$ cat config.mk
export PLATFORM = sky130hd
export DESIGN_NAME = fcvt_sched
export DESIGN_NICKNAME = d
export VERILOG_FILES = /design/src/rtl/fpu_pkg.sv /design/src/rtl/rr_arbiter.sv /design/src/rtl/fcvt_sched.sv
export SDC_FILE = /design/constraint.sdc
export NUM_CORES = 1
export LEC_CHECK = 0
export BUFFER_PORTS_ARGS = -buffer_cell sky130_fd_sc_hd__buf_2
export CAP_MARGIN = 10
export CORE_ASPECT_RATIO = 0.75
export CORE_MARGIN = 4
export CORE_UTILIZATION = 45
export DETAILED_ROUTE_END_ITERATION = 8
export PLACE_DENSITY = 0.78
export SLEW_MARGIN = 20
export SYNTH_ARGS = -nofsm -noshare
export SYNTH_HDL_FRONTEND = slang
export SYNTH_SLANG_ARGS = --single-unit
$ cat constraint.sdc
create_clock -name clk -period 3.7 [get_ports clk]
set_clock_uncertainty 0.1 [all_clocks]
set_input_delay 1.11 -clock clk [delete_from_list [all_inputs] [get_ports clk]]
set_output_delay 1.11 -clock clk [all_outputs]
set_load 0.005 [all_outputs]
$ cat src/rtl/fpu_pkg.sv
// Shared FPU definitions: rounding modes, converter scheduler states and limits.
package fpu_pkg;

    typedef enum logic [2:0] {
        RNE = 3'd0,
        RTZ = 3'd1,
        RDN = 3'd2,
        RUP = 3'd3,
        RMM = 3'd4
    } rm_t;

    typedef enum logic [1:0] {
        IDLE = 2'd0,
        HOLD = 2'd1,
        RUN  = 2'd2,
        RESP = 2'd3
    } fcvt_state_t;

    localparam int FCVT_MAX_LAT = 40;

endpackage

$ cat src/rtl/rr_arbiter.sv
// Round-robin arbiter: combinational one-hot grant scanning from a registered
// pointer; the pointer moves past the winner when the grant is taken.
module rr_arbiter #(
    parameter  int N  = 2,
    localparam int PW = $clog2(N)
) (
    input  logic         clk,
    input  logic         rst,
    input  logic [N-1:0] req,
    input  logic         advance,
    output logic [N-1:0] grant
);

    logic [PW-1:0]  ptr_q, ptr_d;
    logic [N-1:0]   rot;
    logic [N-1:0]   rot_oh;
    logic [2*N-1:0] grant_dbl;

    // Rotate so the pointer sits at bit 0, isolate the lowest set bit, rotate back.
    always_comb begin
        rot       = N'({req, req} >> ptr_q);
        rot_oh    = rot & (~rot + N'(1));
        grant_dbl = {{N{1'b0}}, rot_oh} << ptr_q;
        grant     = grant_dbl[N-1:0] | grant_dbl[2*N-1:N];
    end

    // NOTE: next-state logic assigns its default first, so no path leaves ptr_d unassigned (no latch).
    always_comb begin
        ptr_d = ptr_q;
        if (advance) begin
            for (int k = 0; k < N; k++) begin
                if (grant[k]) ptr_d = (k == N - 1) ? '0 : PW'(k + 1);
            end
        end
    end

    // NOTE: state registers use non-blocking assignments so every flop samples pre-edge values.
    always_ff @(posedge clk or posedge rst) begin
        if (rst) ptr_q <= '0;
        else     ptr_q <= ptr_d;
    end

endmodule

$ cat src/rtl/fcvt_sched.sv
// Shares one multi-cycle int->float converter among NUM_REQ requesters, with a
// round-robin grant, a one-cycle hold before release and a watchdog abort.
module fcvt_sched
    import fpu_pkg::*;
#(
    parameter  int NUM_REQ = 2,
    parameter  int TAG_W   = 5,
    parameter  int TIMEOUT = 48,
    localparam int ID_W    = $clog2(NUM_REQ),
    localparam int WD_W    = $clog2(TIMEOUT)
) (
    input  logic                     clk,
    input  logic                     rst,
    input  logic [NUM_REQ-1:0]       req_valid,
    output logic [NUM_REQ-1:0]       req_ready,
    input  logic [NUM_REQ*32-1:0]    req_a,
    input  logic [NUM_REQ*3-1:0]     req_rm,
    input  logic [NUM_REQ*TAG_W-1:0] req_tag,
    output logic [31:0]              conv_a,
    output logic [2:0]               conv_rm,
    output logic                     conv_hold,
    input  logic                     conv_stb,
    input  logic [31:0]              conv_z,
    output logic                     resp_valid,
    input  logic                     resp_ready,
    output logic [31:0]              resp_z,
    output logic [TAG_W-1:0]         resp_tag,
    output logic [ID_W-1:0]          resp_id,
    output logic                     resp_err,
    output logic                     busy
);

    localparam logic [1:0] ST_IDLE = IDLE;
    localparam logic [1:0] ST_HOLD = HOLD;
    localparam logic [1:0] ST_RUN  = RUN;
    localparam logic [1:0] ST_RESP = RESP;

    logic [1:0]         state_q, state_d;
    logic [31:0]        a_q, a_d;
    rm_t                rm_q, rm_d;
    logic [TAG_W-1:0]   tag_q, tag_d;
    logic [ID_W-1:0]    id_q, id_d;
    logic               hold_q, hold_d;
    logic [WD_W-1:0]    wdog_q, wdog_d;
    logic [31:0]        z_q, z_d;
    logic               err_q, err_d;
    logic [NUM_REQ-1:0] grant;
    logic               fire;

    rr_arbiter #(.N(NUM_REQ)) u_arb (
        .clk     (clk),
        .rst     (rst),
        .req     (req_valid),
        .advance (fire),
        .grant   (grant)
    );

    assign fire      = (state_q == ST_IDLE) && (|grant);
    assign req_ready = (state_q == ST_IDLE) ? grant : '0;

    always_comb begin
        state_d = state_q;
        a_d     = a_q;
        rm_d    = rm_q;
        tag_d   = tag_q;
        id_d    = id_q;
        hold_d  = hold_q;
        wdog_d  = wdog_q;
        z_d     = z_q;
        err_d   = err_q;
        case (state_q)
            ST_IDLE: begin
                if (fire) begin
                    for (int k = 0; k < NUM_REQ; k++) begin
                        if (grant[k]) begin
                            a_d   = req_a[k*32 +: 32];
                            rm_d  = rm_t'(req_rm[k*3 +: 3]);
                            tag_d = req_tag[k*TAG_W +: TAG_W];
                            id_d  = ID_W'(k);
                        end
                    end
                    state_d = ST_HOLD;
                end
            end
            // conv_a has been stable for a full cycle before the converter leaves reset.
            ST_HOLD: begin
                hold_d  = 1'b0;
                wdog_d  = '0;
                state_d = ST_RUN;
            end
            ST_RUN: begin
                wdog_d = wdog_q + 1'b1;
                if (conv_stb) begin
                    z_d     = conv_z;
                    err_d   = 1'b0;
                    hold_d  = 1'b1;
                    state_d = ST_RESP;
                end else if (wdog_q == WD_W'(TIMEOUT - 1)) begin
                    z_d     = '0;
                    err_d   = 1'b1;
                    hold_d  = 1'b1;
                    state_d = ST_RESP;
                end
            end
            ST_RESP: begin
                if (resp_ready) state_d = ST_IDLE;
            end
            default: state_d = ST_IDLE;
        endcase
    end

    always_ff @(posedge clk or posedge rst) begin
        if (rst) begin
            state_q <= ST_IDLE;
            a_q     <= '0;
            rm_q    <= RNE;
            tag_q   <= '0;
            id_q    <= '0;
            hold_q  <= 1'b1;
            wdog_q  <= '0;
            z_q     <= '0;
            err_q   <= 1'b0;
        end else begin
            state_q <= state_d;
            a_q     <= a_d;
            rm_q    <= rm_d;
            tag_q   <= tag_d;
            id_q    <= id_d;
            hold_q  <= hold_d;
            wdog_q  <= wdog_d;
            z_q     <= z_d;
            err_q   <= err_d;
        end
    end

    assign conv_a     = a_q;
    assign conv_rm    = rm_q;
    assign conv_hold  = hold_q;
    assign resp_valid = (state_q == ST_RESP);
    assign resp_z     = z_q;
    assign resp_tag   = tag_q;
    assign resp_id    = id_q;
    assign resp_err   = err_q;
    assign busy       = (state_q != ST_IDLE);

endmodule

==> summary.md, run 1 <==
| Metric | Value |
|---|---|
| Post-synth top area cell | dfrtp_1 |
| VDD IR max | 0.3880 mV |
| Sequential share of the synthesized area | 48.85% |
| Final Net Count | 741 |
| Finish-stage setup viols | 0 |
| Final ANT Viol Nets | 0 |
| Max-cap violations | 0 |
| DR vias | 4023 |
| Global-route wire length before repair | 19.09 mm |
| Share of layout cells above drive strength 1 | 39.97% |
| CTS tree | yes |
| Clock Latency Late Sink | 330 ps |
| Ports | 197 |
| Initial antenna violation count | 1 |
| Top cell type's share of synthesized area | 48.24% |
| Pwr/cell area | 781.4 nW/um2 |
| Area Overhead vs Synth | 30.22% |
| Root buffer cell | clkbuf_16 |
| Total track usage | 21.23% |
| # fillers | 806 |
| GRT overflow | 0 |
| Slew HR | 56.28% |
| Placed insts | 735 |
| Worst-Margin Slew | 654.2 ps |
| Syn avg cell area | 9.719 um2 |
| CP Class | primary input to output port |
| Post-CTS sizing | 0 |
| H-tree depth | 3 |
| Initial core utilization | 46.82% |
| Reg clk slew, reported paths | 60 ps |
| Synth area leaders | dfrtp_1 (48%), o21ai_0 (7.2%), nand3b_1 (6.8%) |
| CP required | 2490 ps |
| I/O Buffers | 196 |
| #FFs+latches synth | 84 |
| Largest net degree at the start of global routing | 79 |
| Gpl congestion | 0.7860 |
| Row cnt | 30 |
| Setup TNS Final | 0 ps |
| Routed wire length | 11.90 mm |
| Die height | 92.71 um |
| Peak Freq | 331.7 MHz |
| TritonCTS Sinks | 84 |
| Syn. warnings | 0 |
| Multi-input gate area | 1926 um2 |
| Hold-fix buffers, CTS | 0 |
| Ant diodes | 0 |
| Routed len/inst | 15.84 um |
| Max Slew Vio Count | 0 |
| Register area | 2103 um2 |
| Startpoint class of the critical path | primary input |
| Post-CTS Setup Bufs | 0 |
| Number of buffers created by CTS | 9 |
| Final HPWL DP | 8.580 mm |
| Detailed Routing Iterations Pass 1 | 5 |
| Min cycle time layout | 3015 ps |
| Static leakage | 2.517 nW |
| Critical Path End Type | output port |
| Starting DRC count in detailed routing | 222 |
| Core area | 9196 um2 |
| Gate Count Post-Synth | 443 |
| Syn_nets | 566 |
| Status | finished, final reports clean |
| Vias/cell | 5.357 |
| Total Power | 0.004381 W |
| Worst-path fanout max | 11 |
| DRC | 0 |
| Non-Filler Instances | 751 |
| DIE AREA | 11210 um2 |
| Vias in the first global route | 3867 |
| Chip width | 120.9 um |
| Clock Tree Buf Depth | 2 |
| RSZ-0062 raised after global routing | false |
| Final period utilization | 81.49% |
| Cell variety after synth | 46 |
| Worst hold path class | flip-flop to flip-flop |
| Post-synthesis cell area | 4305 um2 |
| Worst Path Arrival | 1810 ps |
| Final hold vios | 0 |
[cells by family (layout without fill, tap and decap cells)]
| logic type | count (synthesis) | after routing | synth area share (%) |
|---|---|---|---|
| flops | 84 | 84 | 48.85 |
| xor+xnor | 1 | 1 | 0.2035 |
| buf+inv | 53 | 233 | 6.568 |
| simple gates | 137 | 137 | 16.88 |
| mux | 2 | 2 | 0.4650 |
| compound gates | 161 | 161 | 25.57 |
| fa+ha+maj | 5 | 5 | 1.453 |
[critical path, cell delays in order]
cell and delay [ps]:
buf_2 200, inv_1 120, nor3_4 230, buf_2 150
[area by class of cell]
type / instances / share of cell area [%]
sequential: 84 / 37.51
multi-input combinational: 306 / 34.35
timing repair buffer: 205 / 18.70
clock buffer: 9 / 4.017
tap: 128 / 2.857
clock inverter: 7 / 1.741
inverter: 12 / 0.8257
[sequential cells by signal, summed over array words and instances, names as in the netlist]
register	cells
conv_rm	3
resp_id	1
u_arb.ptr_q	1
conv_hold	1
resp_z	32
conv_a	32
state_q	2
wdog_q	6
resp_tag	5
resp_err	1
[worst paths after layout]
kind                       slack, ps         start  cells after the start      endpoint
max                              680  req_valid[1]                      4  req_ready[1]
max in group asynchronous       2020           rst                      3   u_arb.ptr_q
max reg2reg                     1760    state_q[1]                      6    conv_a[18]
min reg2reg                      420     conv_hold                      2     conv_hold
min                              420     conv_hold                      2     conv_hold
min in group asynchronous        710           rst                      2    conv_a[31]
[per-layer routing]
metal  part of all wire, %  GRT usage [%]  up-vias  routed length, um
met2                    49          35.09      151               5833
li1                      -              -     1950                  -
met5                  0.11              0        -                 13
met1                    41          27.44     1908               4922
met4                  0.96          4.811        2                114
met3                   8.5          6.593       12               1013
[where the power goes]
part	total (W)	switching [W]	leakage, nW	internal [W]
clock network	0.000971	0.000375	0.158	0.000596
logic	0.00182	0.000964	1.43	0.000853
registers	0.00159	0.000262	0.932	0.00133
[cell usage after synthesis, drive strengths merged]
library cell,number
mux2i,2
clkinv,1
a31oi,40
nand3,3
or4,1
inv,11
o21ai,75
a211o,1
a22o,1
o311a,1
nand2,36
nor2,44
o21bai,2
a221o,1
and2,1
nor3,3
or3,1
nand4,1
buf,28
a21oi,2
xor2,1
clkbuf,13
nand2b,1
a2111oi,1
nor2b,5
nand3b,39
o2bb2ai,1
a211oi,1
nor3b,1
dfstp,1
o21a,2
and3,1
a22oi,32
ha,5
dfrtp,83
o211ai,1
[per-stage QoR]
stage / util [%] / area, um2 / hold WS [ps] / setup slack (ps)
6_report: 60.97 / 5607 / 415.3 / 684.9
5_1_grt: 60.97 / 5607 / 423.7 / 608.4
4_1_cts: 60.91 / 5602 / 409.1 / 681.7
3_5_place_dp: 57.40 / 5279 / 401.4 / 678.7
3_3_place_gp: 57.40 / 5279 / 374.4 / 714.1
2_1_floorplan: - / 4305 / 385.3 / 326.5
[placed cells by master (no fill, tap or decap), types with 2 or more instances in the layout]
master       n
bufinv_16    2
buf_4        9
nor2b_1      4
mux2i_1      2
a22oi_1     32
nand3_1      3
ha_1         5
a31oi_1     20
o21bai_1     2
o21ai_1     13
nor3_1       2
clkinv_2     3
dfrtp_1     83
a21oi_1      2
clkbuf_16    9
nor2_1      43
nand3b_1    39
o21ai_0     62
a31oi_2     20
inv_1        9
nand2_1     36
buf_2      196
(Power assumes the default switching activity.)
==> run 2: changes to the inputs <==
- ABC_AREA: not set -> 1
- PLACE_DENSITY: 0.78 -> 0.81
- clock period: 3.7 -> 2.9 ns (I/O delays scaled with it)
==> summary.md, run 2 <==
| Metric | Value |
|---|---|
| Number of buffers created by CTS | 9 (unchanged) |
| Reg clk slew, reported paths | 90 ps (was 60 ps) |
| Worst Hold End | resp_z[29] (was conv_hold) |
| Final HPWL DP | 7.725 mm (was 8.580 mm) |
| Ports | 197 (unchanged) |
| CP Class | primary input to output port (unchanged) |
| Commonest non-fill, non-tap cells in the layout | buf_2 (196), nand2_1 (92), dfrtp_1 (83) (was buf_2 (196), dfrtp_1 (83), o21ai_0 (62)) |
| Final ANT Viol Nets | 0 (unchanged) |
| Chip width | 113.7 um (was 120.9 um) |
| Synth async-reset ratio | 100.0% (unchanged) |
| Most instantiated library cell after synthesis | nand2_1 (was dfrtp_1) |
| Min cycle time layout | 2532 ps |
| Post-synth EDFFs | 0 (unchanged) |
| Worst hold path class | flip-flop to flip-flop (unchanged) |
| Max Slew Vio Count | 0 (unchanged) |
| Starting DRC count in detailed routing | 177 (was 222) |
| Setup TNS Final | 0 ps (unchanged) |
| Post-CTS sizing | 0 (unchanged) |
| Share of layout cells above drive strength 1 | 35.65% (was 39.97%) |
| Non-Filler Instances | 739 (was 751) |
| Commonest non-fill, non-tap cell in the layout | buf_2 (unchanged) |
| Static leakage | 2.706 nW (was 2.517 nW) |
| RSZ-0062 raised after global routing | false (unchanged) |
| Synth area leaders | dfrtp_1 (55%), a21oi_1 (11%), nand3_1 (10%) (was dfrtp_1 (48%), o21ai_0 (7.2%), nand3b_1 (6.8%)) |
| Sequential share of the synthesized area | 55.79% (was 48.85%) |
| DRC | 0 (unchanged) |
| CTS tree | yes (unchanged) |
| Largest delay share family, worst path | simple AND/OR/NAND/NOR gates (was buffers and inverters) |
| CP Cell Sequence | buf_2 -> nand2_1 -> nand2_1 -> nor2_1 -> buf_2 (was buf_2 -> inv_1 -> nor3_4 -> buf_2) |
| CP required | 1930 ps (was 2490 ps) |
| Max-cap violations | 0 (unchanged) |
| Detailed Routing Iterations Pass 1 | 4 (was 5) |
| CP max stage delay | 200 ps (was 230 ps) |
| DR vias | 3780 (was 4023) |
| R2R Path Start | state_q[0] (was state_q[1]) |
| Buffer and inverter count on the worst path | 2 (was 3) |
| #FFs+latches synth | 84 (unchanged) |
| Syn avg cell area | 8.453 um2 (was 9.719 um2) |
| Finish-stage setup viols | 0 (unchanged) |
| Placed cell area | 4805 um2 (was 5279 um2) |
| Syn_nets | 569 (was 566) |
| Routed len/inst | 14.11 um (was 15.84 um) |
| Worst-Margin Slew | 628.7 ps (was 654.2 ps) |
| First element of the critical path | req_valid[1] (unchanged) |
| H-tree depth | 3 (unchanged) |
| Syn. warnings | 0 (unchanged) |
| Root buffer cell | clkbuf_8 (was clkbuf_16) |
| Top cell type's share of synthesized area | 55.09% (was 48.24%) |
| Worst Path Arrival | 1560 ps (was 1810 ps) |
| Worst-path fanout max | 8 (was 11) |
| HP Start | resp_z[29] (was conv_hold) |
| Startpoint class of the critical path | primary input (unchanged) |
| Post-synth top area cell | dfrtp_1 (unchanged) |
| Clock Tree Buf Depth | 2 (unchanged) |
| Initial core utilization | 46.99% (was 46.82%) |
| Reg2Reg Setup Slack | 1120 ps (was 1760 ps) |
| Pwr/cell area | 989.5 nW/um2 (was 781.4 nW/um2) |
| Ant diodes | 0 (unchanged) |
| Worst reg2reg path endpoint | conv_a[22] (was conv_a[18]) |
| Gate Count Post-Synth | 446 (was 443) |
| Total Power | 0.004951 W (was 0.004381 W) |
| Clock Latency Late Sink | 340 ps (was 330 ps) |
| VDD IR max | 0.4883 mV (was 0.3880 mV) |
| Global-route wire length before repair | 17.18 mm (was 19.09 mm) |
| Cell variety after synth | 19 (was 46) |
| Hold-fix buffers, CTS | 0 (unchanged) |
| Vias/cell | 5.115 (was 5.357) |
| Die height | 87.27 um (was 92.71 um) |
| Total track usage | 21.54% (was 21.23%) |
| Final Net Count | 753 (was 741) |
| Final period utilization | 87.32% |
| GRT overflow | 0 (unchanged) |
| R2R cell count | 6 (unchanged) |
| Gpl congestion | 0.8887 (was 0.7860) |
| Slew HR | 58.03% (was 56.28%) |
| TritonCTS Sinks | 84 (unchanged) |
| I/O Buffers | 196 (unchanged) |
| Initial antenna violation count | 0 (was 1) |
| Crit-path slowest cell | nand2_1 (was nor3_4) |
| DIE AREA | 9921 um2 (was 11210 um2) |
| Hold depth | 2 (unchanged) |
| Most frequent cells after synthesis | nand2_1 (92), dfrtp_1 (83), a21oi_1 (82) (was dfrtp_1 (83), o21ai_0 (62), nor2_1 (43)) |
| Core area | 8023 um2 (was 9196 um2) |
| Peak Freq | 394.9 MHz |
| Design Area, Final | 5004 um2 (was 5607 um2) |
| Placed insts | 724 (was 735) |
| Post-CTS Setup Bufs | 0 (unchanged) |
| Critical Path End Type | output port (unchanged) |
| Routed wire length | 10.42 mm (was 11.90 mm) |
| Area Overhead vs Synth | 32.72% (was 30.22%) |
| Dominant synthesized flop cell | dfrtp_1 (unchanged) |
| Vias in the first global route | 3754 (was 3867) |
| Row cnt | 28 (was 30) |
| Status | finished, final reports clean (unchanged) |
| Hold_ws | 370.9 ps (was 415.3 ps) |
| Post-synthesis cell area | 3770 um2 (was 4305 um2) |
| Final hold vios | 0 (unchanged) |
| Largest net degree at the start of global routing | 52 (was 79) |
==> run 2: report_power, final <==
| part | switching, W | leakage [nW] | internal, W |
|---|---|---|---|
| Clock | 0.000410 | 0.0910 | 0.000420 |
| Sequential | 0.000295 | 1.00 | 0.00172 |
| Combinational | 0.00123 | 1.61 | 0.000880 |
==> run 2: cell type report <==
cell class                      instances  area, um2
Fill cell                             703       3019
Multi-Input combinational cell        315       1449
Clock buffer                           10      137.6
Tap cell                              105      131.4
Inverter                               15      60.06
Sequential cell                        84       2103
Timing Repair Buffer                  205       1061
Clock inverter                          5      61.31
==> run 2: per-layer routing <==
| layer | vias up | part of all wire (%) | track usage, % |
|---|---|---|---|
| li1 | 1846 | - | - |
| met1 | 1750 | 41 | 26.67 |
| met2 | 164 | 48 | 35.38 |
| met3 | 20 | 9.9 | 7.083 |
| met4 | 0 | 1.6 | 8.188 |
| met5 | - | 0 | 0 |
==> run 2: through the flow <==
stage / util [%] / setup WS, ps
after global placement: 59.89 / 402.3
after CTS: 62.37 / 370.2
final: 62.37 / 367.6
after floorplan: - / 562.8
after global routing: 62.37 / 282.9
after detailed placement: 59.89 / 368.4
==> run 2: kinds of logic (layout without fill, tap and decap cells) <==
family / after synthesis / after routing / share of synthesized area [%]
AND/OR/NAND/NOR: 220 / 220 / 24.56
flip-flops: 84 / 84 / 55.79
XOR/XNOR: 1 / 1 / 0.2324
buffers and inverters: 47 / 235 / 5.775
AO/OA/AOI/OAI: 89 / 89 / 11.98
adder cells (fa/ha/maj): 5 / 5 / 1.659
==> run 2: worst max-delay path by stage <==
stage          slack [ps]      endpoint  cells past startpoint
5_1_grt               280  req_ready[1]                      6
2_1_floorplan         560  req_ready[0]                      4
4_1_cts               370  req_ready[1]                      6
3_5_place_dp          370  req_ready[1]                      6
3_3_place_gp          400  req_ready[1]                      6
6_report              370  req_ready[0]                      5
==> run 2: worst register-to-register path, cell delays in order (launching register included) <==
cell and delay, ps:
dfrtp_1 410, inv_1 110, ha_1 250, o21ai_2 90, inv_2 470, nor2_1 100
a21oi_1 160
